[src/rtl/pwm_multi.sv]
// Multi-channel PWM generator sharing one prescaled time base.
// Edge- or center-aligned counting. Period, duty and mode are double-buffered:
// a load fills staging, and the next period boundary copies staging into the
// active set, so a period is never cut short or stretched mid-way.

// Per-channel output stage: registered compare against the shared count.
module pwm_multi_ch #(
  parameter int WIDTH = 8
) (
  input  logic             clk,
  input  logic             rst,
  input  logic             run,
  input  logic [WIDTH-1:0] count,
  input  logic [WIDTH-1:0] duty,
  input  logic             inv,
  output logic             pwm
);

  // Output sits at the idle level (inv) until the time base has ticked once.
  always_ff @(posedge clk or posedge rst) begin
    if (rst)       pwm <= 1'b0;
    else if (!run) pwm <= inv;
    else           pwm <= (count < duty) ^ inv;
  end

endmodule

module pwm_multi #(
  parameter int WIDTH    = 8,
  parameter int CHANNELS = 4,
  parameter int PRESC_W  = 8
) (
  input  logic                      clk,
  input  logic                      rst,
  input  logic                      en,
  input  logic [PRESC_W-1:0]        prescale,
  input  logic [WIDTH-1:0]          period,
  input  logic [CHANNELS*WIDTH-1:0] duty,
  input  logic                      load,
  input  logic                      center_mode,
  input  logic [CHANNELS-1:0]       invert,
  output logic [CHANNELS-1:0]       pwm_out,
  output logic                      period_tick
);

  typedef struct packed {
    logic                             center;
    logic [WIDTH-1:0]                 period;
    logic [CHANNELS-1:0][WIDTH-1:0]   duty;
  } cfg_t;

  cfg_t               stage, act;
  logic               pending;

  logic [PRESC_W-1:0] pcount;
  logic               tick;

  logic [WIDTH-1:0]   count, cnt_nxt;
  logic               dir_down, dir_nxt;
  logic               running;
  logic               boundary;
  logic [1:0]         bnd_pipe;

  // The >= compare lets a live decrease of prescale take effect immediately
  // instead of waiting for pcount to wrap.
  assign tick = en && (pcount >= prescale);

  // Prescaler: free-runs while enabled, restarts after each tick.
  always_ff @(posedge clk or posedge rst) begin
    if (rst)               pcount <= '0;
    else if (!en || tick)  pcount <= '0;
    else                   pcount <= pcount + 1'b1;
  end

  // Next count/direction. Increments only happen below the active period,
  // so nothing wraps even with period at its maximum value.
  always_comb begin
    cnt_nxt = count;
    dir_nxt = dir_down;
    if (!running) begin
      // First tick after enable restarts the period at count 0.
      cnt_nxt = '0;
    end else if (!act.center) begin
      cnt_nxt = (count >= act.period) ? '0 : count + 1'b1;
    end else if (!dir_down && (count < act.period)) begin
      cnt_nxt = count + 1'b1;
    end else if (count != '0) begin
      cnt_nxt = count - 1'b1;
      dir_nxt = 1'b1;
    end else begin
      // Center mode with period 0: count is pinned at 0.
      cnt_nxt = '0;
    end
    if (cnt_nxt == '0) dir_nxt = 1'b0;
  end

  // Every tick that lands the count on 0 starts a new period.
  assign boundary = tick && (cnt_nxt == '0);

  // Main counter, direction and the running flag; all cleared while disabled.
  always_ff @(posedge clk or posedge rst) begin
    if (rst) begin
      count    <= '0;
      dir_down <= 1'b0;
      running  <= 1'b0;
    end else if (!en) begin
      count    <= '0;
      dir_down <= 1'b0;
      running  <= 1'b0;
    end else if (tick) begin
      count    <= cnt_nxt;
      dir_down <= dir_nxt;
      running  <= 1'b1;
    end
  end

  // Staging capture. A load coincident with a boundary keeps pending set so
  // the freshly staged values go out on the following boundary.
  always_ff @(posedge clk or posedge rst) begin
    if (rst) begin
      stage   <= '0;
      pending <= 1'b0;
    end else begin
      if (load) begin
        stage.center <= center_mode;
        stage.period <= period;
        stage.duty   <= duty;
      end
      pending <= load | (pending & ~boundary);
    end
  end

  // Active set only changes on a boundary, so outputs stay glitch-free.
  always_ff @(posedge clk or posedge rst) begin
    if (rst)                       act <= '0;
    else if (boundary && pending)  act <= stage;
  end

  // Boundary marker delayed to line up with the registered outputs.
  always_ff @(posedge clk or posedge rst) begin
    if (rst)      bnd_pipe <= '0;
    else if (!en) bnd_pipe <= '0;
    else          bnd_pipe <= {bnd_pipe[0], boundary};
  end

  assign period_tick = bnd_pipe[1];

  for (genvar g = 0; g < CHANNELS; g++) begin : g_ch
    pwm_multi_ch #(.WIDTH(WIDTH)) u_ch (
      .clk   (clk),
      .rst   (rst),
      .run   (en && running),
      .count (count),
      .duty  (act.duty[g]),
      .inv   (invert[g]),
      .pwm   (pwm_out[g])
    );
  end

endmodule

[config.mk]
export PLATFORM = sky130hd
export DESIGN_NAME = pwm_multi
export DESIGN_NICKNAME = d
export VERILOG_FILES = /design/src/rtl/pwm_multi.sv
export SDC_FILE = /design/constraint.sdc
export NUM_CORES = 1
export LEC_CHECK = 0
export CAP_MARGIN = 20
export CORE_MARGIN = 4
export CORE_UTILIZATION = 45
export DETAILED_ROUTE_END_ITERATION = 8
export GPL_ROUTABILITY_DRIVEN = 0
export PLACE_DENSITY = 0.71
export SETUP_SLACK_MARGIN = 0.5
export SLEW_MARGIN = 10
export SYNTH_ARGS = -nofsm -noshare
export SYNTH_HDL_FRONTEND = slang
export SYNTH_SLANG_ARGS = --single-unit
[constraint.sdc]
create_clock -name clk -period 3.7 [get_ports clk]
set_input_delay 0.74 -clock clk [delete_from_list [all_inputs] [get_ports clk]]
set_output_delay 0.74 -clock clk [all_outputs]
set_load 0.03 [all_outputs]
# ---- Word level (Yosys, flattened, before mapping)
# Index checks and enable logic that the tools add are counted.
# Widths: inputs -> output; s select.
dict set report op_classes {
  n_addsub 3
  order_cmp 7
  n_eq_ne 5
  muxes 22
  bitwise_logic 7
  reduce_logical 11
}
# cell n
set op_table {}
lappend op_table {{$mux 8} 8}
lappend op_table {{$lt 8x8->1} 5}
lappend op_table {{$add 8x1->8 const B} 2}
lappend op_table {{$ge 8x8->1} 2}
lappend op_table {{$mux 1} 13}
lappend op_table {{$ne 3x1->1 const B} 3}
lappend op_table {{$logic_not 8->1} 1}
lappend op_table {{$reduce_bool 8->1} 1}
lappend op_table {{$sub 8x1->8 const B} 1}
lappend op_table {{$logic_and 1x1->1} 5}
lappend op_table {{$reduce_and 5->1} 1}
lappend op_table {{$xor 1x1->1} 4}
lappend op_table {{$ne 3x2->1 const B} 1}
lappend op_table {{$logic_not 1->1} 2}
lappend op_table {{$mux 2} 1}
lappend op_table {{$ne 2x1->1 const B} 1}
lappend op_table {{$and 1x1->1} 1}
lappend op_table {{$logic_or 1x1->1} 1}
lappend op_table {{$not 1->1} 1}
lappend op_table {{$or 1x1->1} 1}
dict set report word_totals {
  ff_bits 107
  input_bits 57
  out_inout_bits 5
  wordCells 77
}

# ---- Depth between registers and ports, before layout
# Gate-level depths: netlist (run 1).
dict set report depth {
  depth_word 10
  depth_mapped 12
  mapped_depth_nobuf 10
}

# ---- By module
# From an unflattened synthesis (run 1), not the netlist that was laid out.
dict set report hier_totals {
  cells_unflattened 503
  area_unflattened_um2 5931.9
}
# mod n_inst cells_each area_each_um2 seq_area_each_um2
set modules_own_cells {}
lappend modules_own_cells {pwm_multi 1 395 5036.1 2577.5}
lappend modules_own_cells {pwm_multi_ch 4 27 224.0 25.0}

# ---- Least setup slack after synthesis (run 1)
# Ideal clock, no wire load.
dict set report synth_timing {
  path_kind {reg-to-reg}
  from {reg count[1]}
  to {reg act[0] in the netlist's numbering}
  setup_ps 125
  t_arrival_ps 3013
  required_ps 3575
  path_slack_ps 562
  path_stages_with_launch 11
  n_path_buf 1
  path_cell_list {dfrtp_1 -> ha_1 -> nor2b_1 -> o211ai_2 -> a21o_1 -> a211oi_1 -> a221o_1 -> a2111o_1 -> nor4_4 -> buf_6 -> mux2_4}
}
dict set report synth_between {
  elab_chain_cells 8
}
# item line_no
set synth_lines {}
lappend synth_lines {{start, declared} 58} ;# logic [WIDTH-1:0] count, cnt_nxt;
lappend synth_lines {{start signal, assigned} 111} ;# count <= cnt_nxt;
lappend synth_lines {{$sub 8x1->8, or another cell as far along} 88} ;# cnt_nxt = count - 1'b1;
lappend synth_lines {{$mux 8 / $logic_and 1x1->1 (equally long branches)} {87, 85}}
lappend synth_lines {{$mux 8} 85} ;# end else if (!dir_down && (count < act.period)) begin
lappend synth_lines {{$mux 8 *} 83} ;# end else if (!act.center) begin
lappend synth_lines {{$mux 8 *} 80} ;# if (!running) begin
lappend synth_lines {{$logic_not 8->1 *} 98} ;# assign boundary = tick && (cnt_nxt == '0);
lappend synth_lines {{$logic_and 1x1->1 *} 98}
lappend synth_lines {{$logic_and 1x1->1 *} 136} ;# else if (boundary && pending) act <= stage;
lappend synth_lines {{end signal, assigned} 136}
lappend synth_lines {{end, declared} 52} ;# cfg_t stage, act;
# Every way passes the cells marked *; elsewhere a longest branch is shown, timed or not.
# A chain may end at the register's enable or synchronous reset.

# ---- Worst setup path after layout (run 1)
dict set report layout_timing {
  from {reg count[5]}
  to {reg act[20] in the netlist's numbering}
}
# The elaborated chain is that of the path after synthesis.

==> results.cfg, run 1 <==
[run_status]
status = completed

[floorplanning]
boundaryPins = 62
rows = 41
core_mm2 = 0.0128
fp.dieW_um = 123
dieHeight_um = 123
dieArea_mm2 = 0.0152
initial_core_util = 0.467

[route]
wl_per_cell_um = 17.7
drt_wl_total_um = 13700
first_pass_iters = 4
vias = 4188
drcViolationCount = 0
antenna_left = 0
drt_iter0_markers = 288
routed_via_density = 5.39

[finish]
drive_above_1_share = 0.293
antenna_cells = 0
final_nets = 705
syn2layout_area_growth_pct = 28.2

[logic_synthesis]
yosys_register_bits = 107
yosys_warnings = 0
async_reset_ff_frac = 1.00
synth_commonest_cells = dfrtp_1, inv_1, ha_1
mappedNetlistArea_mm2 = 0.00598
synth_fa_ha_area_frac = 0.100
yosysTopAreaCellShare = 0.447
yosysSeqAreaShare = 0.447
synth_nets = 613
synth_top_family_by_area = multiplexers
postSynthAreaPerCell_um2 = 11.8
netlist_instances = 508
synth-xor-area-share = 0.0234
ys_types = 53
synth_compound_area_frac = 0.0941
synth-edff-count = 0
synth_most_common_cell = dfrtp_1
synth_flop_cell = dfrtp_1
synth-simple-area-share = 0.0843
yosysTopAreaCell = dfrtp_1
synth_area_leaders = dfrtp_1, ha_1, mux2_4
synthMuxAreaShare = 0.191

[setup_path]
cp.required_ns = 3.95
worstPathArrival_ns = 3.55
crit_path_top_delay_cell = nor4b_4
crit_path_start_kind = register
critPathMostFrequentCell = buf_4
end_kind = register
crit_chain = buf_4 > nor4b_4 > nand2_1 > a221oi_1 > o21ai_1 > mux2i_2 > a211oi_2 > nor4_4 > buf_4 > buf_12 > clkbuf_16 > mux2_4
crit_type = register to register
cpPeakStageDelay_ns = 0.45
worstPathMaxFanout = 13

[timing]
fmax_mhz = 302
worstMarginPinSlew_ns = 0.965
finalCriticalPeriod_ns = 3.31
setup_viol = 0
fin_skew_ns = 0.00797
timing.final.max_slew_violations = 0
slew_headroom = 0.357
fin_crit_sh = 0.894
rsz0062_at_grt = yes
hold_viol = 0
fin_setup_tns_ns = 0

[run]
maxCapViolCount = 0

[clocking]
cts_tree = built
hold_buffers = 0
htreeDepth = 3
cts_buffer_depth = 2
cts.sink_count = 107
clkSlewWorstSetupHoldPaths_ns = 0.07
cts-buffers-inserted = 9
clk_latency_ns = 0.36
ctsRootBufferMaster = clkbuf_16

[global_route]
grt_pass1_vias = 4263
use_met1 = 0.243
gr-max-usage-layer = met2
grtUsageTotal = 0.184
grt_start_max_net_pins = 108
use_met3 = 0.0412
grt_overflow = 0
use_met2 = 0.298
grt_pass1_wl_um = 21500
antenna_found_initial = 0

[placed_design]
hpwlAfterDp_um = 8360
portBuffers = 61

[power_and_ir_drop]
leakagePower_nw = 3.48
total_power_mw = 3.14
power_density_mw_per_mm2 = 409
irDropWorstVdd_uv = 402

[worst_hold_path]
hold_path_class = register to register
## cell usage in the layout (no fill, tap or decap), drive strengths merged, types with 2 or more instances in the layout
cell,instances
a2111o,2
a211oi,10
a21o,17
a21oi,19
a221oi,2
a31oi,2
and2,2
and3,4
buf,39
clkbuf,11
clkdlybuf4s50,60
clkinv,3
clkinvlp,2
dfrtp,107
ha,48
inv,53
mux2,83
mux2i,6
nand2,24
nand2b,5
nand3,7
nand3b,2
nand4,2
nor2,28
nor2b,3
nor3,8
nor4,6
o2111ai,2
o211ai,4
o21ai,13
o22ai,2
xnor2,10
xor2,6
## path summary, 6_finish.rpt
| kind | start | endpoint | slack [ns] | depth (start not counted) |
|---|---|---|---|---|
| worst max register to register | count[5] | act[20] | 0.39 | 12 |
| min in group asynchronous | rst | act[18] | 0.89 | 3 |
| max in group asynchronous | rst | count[0] | 2.39 | 3 |
| worst min register to register | bnd_pipe[0] | bnd_pipe[1] | 0.47 | 1 |
| worst max-delay path | count[5] | act[20] | 0.39 | 12 |
| worst min-delay path | bnd_pipe[0] | bnd_pipe[1] | 0.47 | 1 |
## stage by stage
step,instance area [um2],worst slack [ns],utilization,hold WS [ns],std cells
6_report,7670,0.393,0.598,0.475,777
5_1_grt,7670,0.335,0.598,0.519,777
4_1_cts,7360,0.362,0.574,0.481,764
3_5_place_dp,6770,0.198,0.528,0.457,733
3_3_place_gp,6770,0.332,0.528,0.436,733
2_1_floorplan,5990,0.562,-,0.434,508
## per-layer routing
metal / wire, um / vias to the layer above
met3: 849 / 24
met2: 6730 / 143
li1: - / 1966
met4: 302 / 0
met5: 0 / -
met1: 5840 / 2055
## worst max-delay path, delay by kind of cell, from the launching register on
family          cells  cell delay (ns)
mux                 2             0.49
flops               1             0.44
compound gates      3             0.59
simple gates        3             0.96
buf+inv             4             0.69
## sequential cells by signal (all words and copies together) (netlist names)
register       cells
bnd_pipe           2
count              8
g_ch.u_ch.pwm      4
stage             41
running            1
pending            1
dir_down           1
act               41
pcount             8
## what timing repair did
item | CTS | global route
pin swaps | 11 | 13
gates resized for setup | 25 | 32
setup endpoints to repair | 41 | 41
buffers inserted | 10 | 11
cloned | 5 | 2
## logic make-up (layout without fill, tap and decap cells)
logic type,count (synthesis),in the layout
AOI/OAI and AO/OA,80,80
xor gates and xnor gates,16,16
adders and majority gates,48,48
buffers and inverters,72,169
DFF,107,107
muxes,89,89
and+or+nand+nor,96,96
## power breakdown
group | internal [mW] | leakage [nW] | switching [mW]
combinational | 0.439 | 1.98 | 0.318
sequential | 1.31 | 1.35 | 0.0918
clock | 0.530 | 0.147 | 0.449
## layout make-up
cell class	instances	area (um2)
Timing Repair Buffer	101	1110
Fill cell	1032	5150
Sequential cell	107	2680
Clock inverter	7	73.8
Clock buffer	9	225
Tap cell	172	215
Multi-Input combinational cell	329	3170
Inverter	52	199
Power figures use the tool's default switching activity.
==> inputs of run 2 (changes only) <==
CORE_UTILIZATION = 52   (was 45)
PLACE_DENSITY = 0.8   (was 0.71)
==> run 2 against run 1 <==
Clock power about the same; cell count down 2.8%; clock-buffer cell count up 1; register-to-register slack better by 0.02 ns; design area about the same; setup slack better by 0.022 ns; core utilization up 9.8 points; via count up 4.7%; clock skew down 0.0016 ns; critical path depth down 1; sequential power about the same.
==> results.cfg, run 2 (synthesis results as in run 1) <==
[floorplanning]
dieHeight_um = 115
core_mm2 = 0.0110
initial_core_util = 0.543
dieArea_mm2 = 0.0133
boundaryPins = 62
rows = 38
fp.dieW_um = 115

[timing]
fmax_mhz = 304
timing.final.max_slew_violations = 0
fin_setup_tns_ns = 0
slew_headroom = 0.318
worstMarginPinSlew_ns = 1.02
fin_skew_ns = 0.00638
setup_viol = 0
hold_slack_ns = 0.455
hold_viol = 0
fin_ws_ns = 0.415
fin_crit_sh = 0.888
rsz0062_at_grt = yes
finalCriticalPeriod_ns = 3.29

[finish]
antenna_cells = 0
syn2layout_area_growth_pct = 28.3
final_nets = 716
final_common_cell = dfrtp_1
utilization = 0.696
drive_above_1_share = 0.302
reg.largest.list = act (41), stage (41)
final_cell_mix = dfrtp_1, clkdlybuf4s50_1, inv_1

[clocking]
clk_latency_ns = 0.35
htreeDepth = 3
cts-buffers-inserted = 9
hold_buffers = 0
cts.sink_count = 107
ctsRootBufferMaster = clkbuf_16
cts_tree = built
clkSlewWorstSetupHoldPaths_ns = 0.07
cts_buffer_depth = 2

[route]
drcViolationCount = 0
wl_per_cell_um = 18.9
vias = 4385
drt_wl_total_um = 14300
routed_via_density = 5.81
first_pass_iters = 5
antenna_left = 0
drt_iter0_markers = 375

[setup_path]
worstPathMaxFanout = 7
cpPeakStageDelay_ns = 0.48
end_kind = register
crit_path_top_delay_cell = dfrtp_2
crit_type = register to register
cp.required_ns = 3.94
r2r-end = act[40]
cp-startpoint = count[2]
r2r_cells = 11
ff2ff_setup_slack_ns = 0.41
worstPathArrival_ns = 3.53
crit_end = act[40]
crit_path_start_kind = register
worstReg2RegStart = count[2]
crit_chain = ha_1 > nand4_1 > a31oi_2 > nor2_2 > a221o_1 > a2111o_1 > nor4_4 > buf_6 > buf_4 > buf_12 > mux2_2

[run]
maxCapViolCount = 0

[placed_design]
hpwlAfterDp_um = 8450
post-place-ws_ns = 0.217
portBuffers = 61

[power_and_ir_drop]
total_power_mw = 3.11
irDropWorstVdd_uv = 468
power_density_mw_per_mm2 = 405
leakagePower_nw = 3.53

[global_route]
grtUsageTotal = 0.222
grt_pass1_vias = 4671
grt_overflow = 0
antenna_found_initial = 0
grt_pass1_wl_um = 22800
grt_start_max_net_pins = 108

[run_status]
status = completed

[worst_hold_path]
hold_path_class = register to register
-- run 2: cell types whose count changed in the layout (fill, tap and decap cells not counted), sizes merged --
cell / delta
clkbuf: +1
buf: +10
inv: -2
clkinv: -1
clkinvlp: +1
bufbuf: +1
-- run 2: critical path, delay by kind of cell, from the launching register on --
kind / cells / cell delay [ns]
AOI/OAI and AO/OA: 3 / 1.11
DFF: 1 / 0.48
buffers and inverters: 3 / 0.44
adders and majority gates: 1 / 0.37
muxes: 1 / 0.33
and+or+nand+nor: 3 / 0.44
-- run 2: area by class of cell --
class                      instances  area (um2)
sequential                       107        2680
inverter                          52         201
timing repair buffer             112        1190
clock buffer                      10         239
tap                              140         175
clock inverter                     5        62.6
multi-input combinational        329        3130
fill                             768        3350
-- run 2: stage by stage --
| step | std cells | cell area, um2 |
|---|---|---|
| 6_report | 755 | 7680 |
| 5_1_grt | 755 | 7680 |
| 4_1_cts | 746 | 7550 |
| 3_5_place_dp | 703 | 6750 |
| 3_3_place_gp | 703 | 6750 |
| 2_1_floorplan | 508 | 5990 |
-- run 2: how the worst min path moves through the flow --
stage           startpoint  depth (start not counted)           to
3_5_place_dp   bnd_pipe[0]                          1  bnd_pipe[1]
6_report       bnd_pipe[0]                          1  bnd_pipe[1]
5_1_grt        bnd_pipe[0]                          1  bnd_pipe[1]
4_1_cts        bnd_pipe[0]                          1  bnd_pipe[1]
3_3_place_gp   bnd_pipe[0]                          1  bnd_pipe[1]
2_1_floorplan  bnd_pipe[0]                          1  bnd_pipe[1]
-- run 2: metal layers --
metal | vias to the layer above | wire length (um) | GRT usage
li1 | 1985 | - | -
met1 | 2154 | 5660 | 0.260
met2 | 188 | 7140 | 0.380
met3 | 58 | 896 | 0.0511
met4 | 0 | 596 | 0.115
met5 | - | 0 | 0
-- run 2: what timing repair did --
action / 4_1_cts / 5_1_grt
resized for setup: 36 / 8
cloned: 4 / 2
pin swaps: 6 / 7
setup buffers: 24 / 7
endpoints found under the setup margin: 41 / 41
-- run 2: where the power goes --
group | internal (mW) | switching (mW) | total [mW]
registers | 1.31 | 0.0978 | 1.41
clock network | 0.543 | 0.438 | 0.982
logic | 0.409 | 0.315 | 0.724
==> inputs of run 3 (changes only) <==
PLACE_DENSITY = 0.77   (was 0.8)
==> run 3 against run 2 <==
Sequential share of layout area increased by 0.15 points; core utilization decreased by 0.29 points; global-route usage grew 0.41 points; flip-flop and latch count unchanged; non-clock buffer count shrank 2; routed wire length down 0.52%; highest routed layer unchanged; via count down 0.91%; fmax is 1.7% lower; total power is 3.2% higher; first-iteration DRC count decreased by 2.4%; largest cell class unchanged; clock skew shrank 0.00087 ns; sequential power barely moved.
==> results.cfg, run 3 (synthesis results as in run 1) <==
[run_status]
status = completed

[global_route]
grt_start_max_net_pins = 70
grt_pass1_vias = 4718
grtUsageTotal = 0.226
grt_pass1_wl_um = 23300
antenna_found_initial = 0
grt_overflow = 0

[setup_path]
critPathMostFrequentCell = buf_12
crit_path_start_kind = register
crit_type = register to register
r2r_cells = 14
worstPathArrival_ns = 3.58
worstPathMaxFanout = 5
worstReg2RegStart = act[33]
crit_path_top_delay_cell = a2111o_1
end_kind = register
r2r-end = act[35]
cpPeakStageDelay_ns = 0.53
ff2ff_setup_slack_ns = 0.36
crit_chain = inv_1 > ha_4 > nor2b_4 > o211ai_4 > a21oi_4 > o211ai_1 > o22ai_1 > a2111o_1 > nor4_4 > buf_6 > buf_12 > buf_12 > buf_16 > mux2_4
cp.required_ns = 3.94

[route]
vias = 4345
antenna_left = 0
drt_iter0_markers = 366
drcViolationCount = 0
routed_via_density = 5.77
drt_wl_total_um = 14200
wl_per_cell_um = 18.9
first_pass_iters = 5

[finish]
final_cell_mix = dfrtp_1, clkdlybuf4s50_1, inv_1
final_common_cell = dfrtp_1
drive_above_1_share = 0.300
final_nets = 714
reg.largest.list = act (41), stage (41)
syn2layout_area_growth_pct = 27.8
num-fill-cells = 782
antenna_cells = 0

[clocking]
clk_latency_ns = 0.35
cts-buffers-inserted = 9
htreeDepth = 3
hold_buffers = 0
clkSlewWorstSetupHoldPaths_ns = 0.07
ctsRootBufferMaster = clkbuf_16
cts_tree = built
cts.sink_count = 107
cts_buffer_depth = 2

[worst_hold_path]
whs_path_depth = 1
hold_path_startpoint = bnd_pipe[0]
hold_path_class = register to register
hold_end = bnd_pipe[1]

[power_and_ir_drop]
leakagePower_nw = 3.52
power_density_mw_per_mm2 = 420
share_seq_of_total_power = 0.437
swShare = 0.257
internal_power_mw = 2.39
comb_power_share = 0.229
p_switching_mw = 0.826
irDropWorstVdd_uv = 400
clockPowerShare = 0.335

[timing]
fin_ws_ns = 0.357
fin_skew_ns = 0.00552
slew_headroom = 0.355
finalCriticalPeriod_ns = 3.34
rsz0062_at_grt = yes
fin_crit_sh = 0.904
fmax_mhz = 299
hold_viol = 0
worstMarginPinSlew_ns = 0.968
fin_setup_tns_ns = 0
timing.final.max_slew_violations = 0
setup_viol = 0

[floorplanning]
rows = 38
dieHeight_um = 115
core_mm2 = 0.0110
boundaryPins = 62
initial_core_util = 0.543
dieArea_mm2 = 0.0133
fp.dieW_um = 115

[placed_design]
post-place-ws_ns = 0.213
portBuffers = 61
hpwlAfterDp_um = 8600

[run]
maxCapViolCount = 0
[run 3: changes by cell type in the layout (fill, tap and decap cells not counted), sizes merged]
cell,previous run,this run
clkbuf,12,10
buf,49,50
inv,51,50
clkinvlp,3,2
bufbuf,1,0
bufinv,1,3
[run 3: cell type report]
| class | count | area [um2] | area share |
|---|---|---|---|
| clock buffer | 10 | 229 | 0.0299 |
| clock inverter | 5 | 103 | 0.0134 |
| inverter | 52 | 199 | 0.0260 |
| multi-input combinational | 329 | 3120 | 0.409 |
| tap | 140 | 175 | 0.0229 |
| sequential | 107 | 2680 | 0.351 |
| timing repair buffer | 110 | 1130 | 0.148 |
[run 3: routing by layer]
metal | wire length (um) | vias up | part of all wire | GRT usage
met5 | 0 | - | 0 | 0
met4 | 425 | 0 | 0.030 | 0.0947
met3 | 946 | 46 | 0.067 | 0.0442
met2 | 7060 | 198 | 0.50 | 0.390
met1 | 5800 | 2130 | 0.41 | 0.276
li1 | - | 1971 | - | -
[run 3: per-stage QoR]
step                      cell area [um2]  utilization  instances  power, mW  hold WS (ns)
after floorplan                      5990            -        508       1.86         0.434
after global placement               6730        0.610        702       2.00         0.437
after detailed placement             6730        0.610        702       2.04         0.445
after CTS                            7510        0.680        745       3.18         0.463
after global routing                 7650        0.693        753       3.37         0.469
final                                7650        0.693        753       3.21         0.459
[run 3: how the worst max path moves through the flow]
stage,to,cells after the start,start
floorplan,act[0],10,count[1]
global placement,act[40],11,prescale[4]
detailed placement,act[40],11,prescale[4]
CTS,act[35],13,count[1]
global route,act[35],14,act[37]
finish,act[35],14,act[33]
[run 3: repair_timing]
action / 4_1_cts / 5_1_grt
setup buffers: 23 / 8
gates resized for setup: 27 / 14
gates cloned: 5 / 0
endpoints found under the setup margin: 41 / 41
pin swaps: 14 / 12
[run 3: critical path, delay by kind of cell (launching register included)]
kind / cells / cell delay (ns)
flops: 1 / 0.39
fa+ha+maj: 1 / 0.22
buf+inv: 5 / 0.63
simple gates: 2 / 0.31
compound gates: 5 / 1.37
mux: 1 / 0.30
[run 3: power by group through the flow]
stage / Combinational [mW] / Sequential (mW) / Clock, mW
final: 0.736 / 1.40 / 1.08
after global routing: 0.804 / 1.42 / 1.15
after CTS: 0.685 / 1.40 / 1.10
after detailed placement: 0.614 / 1.42 / 0
after global placement: 0.586 / 1.42 / 0
after floorplan: 0.476 / 1.39 / 0
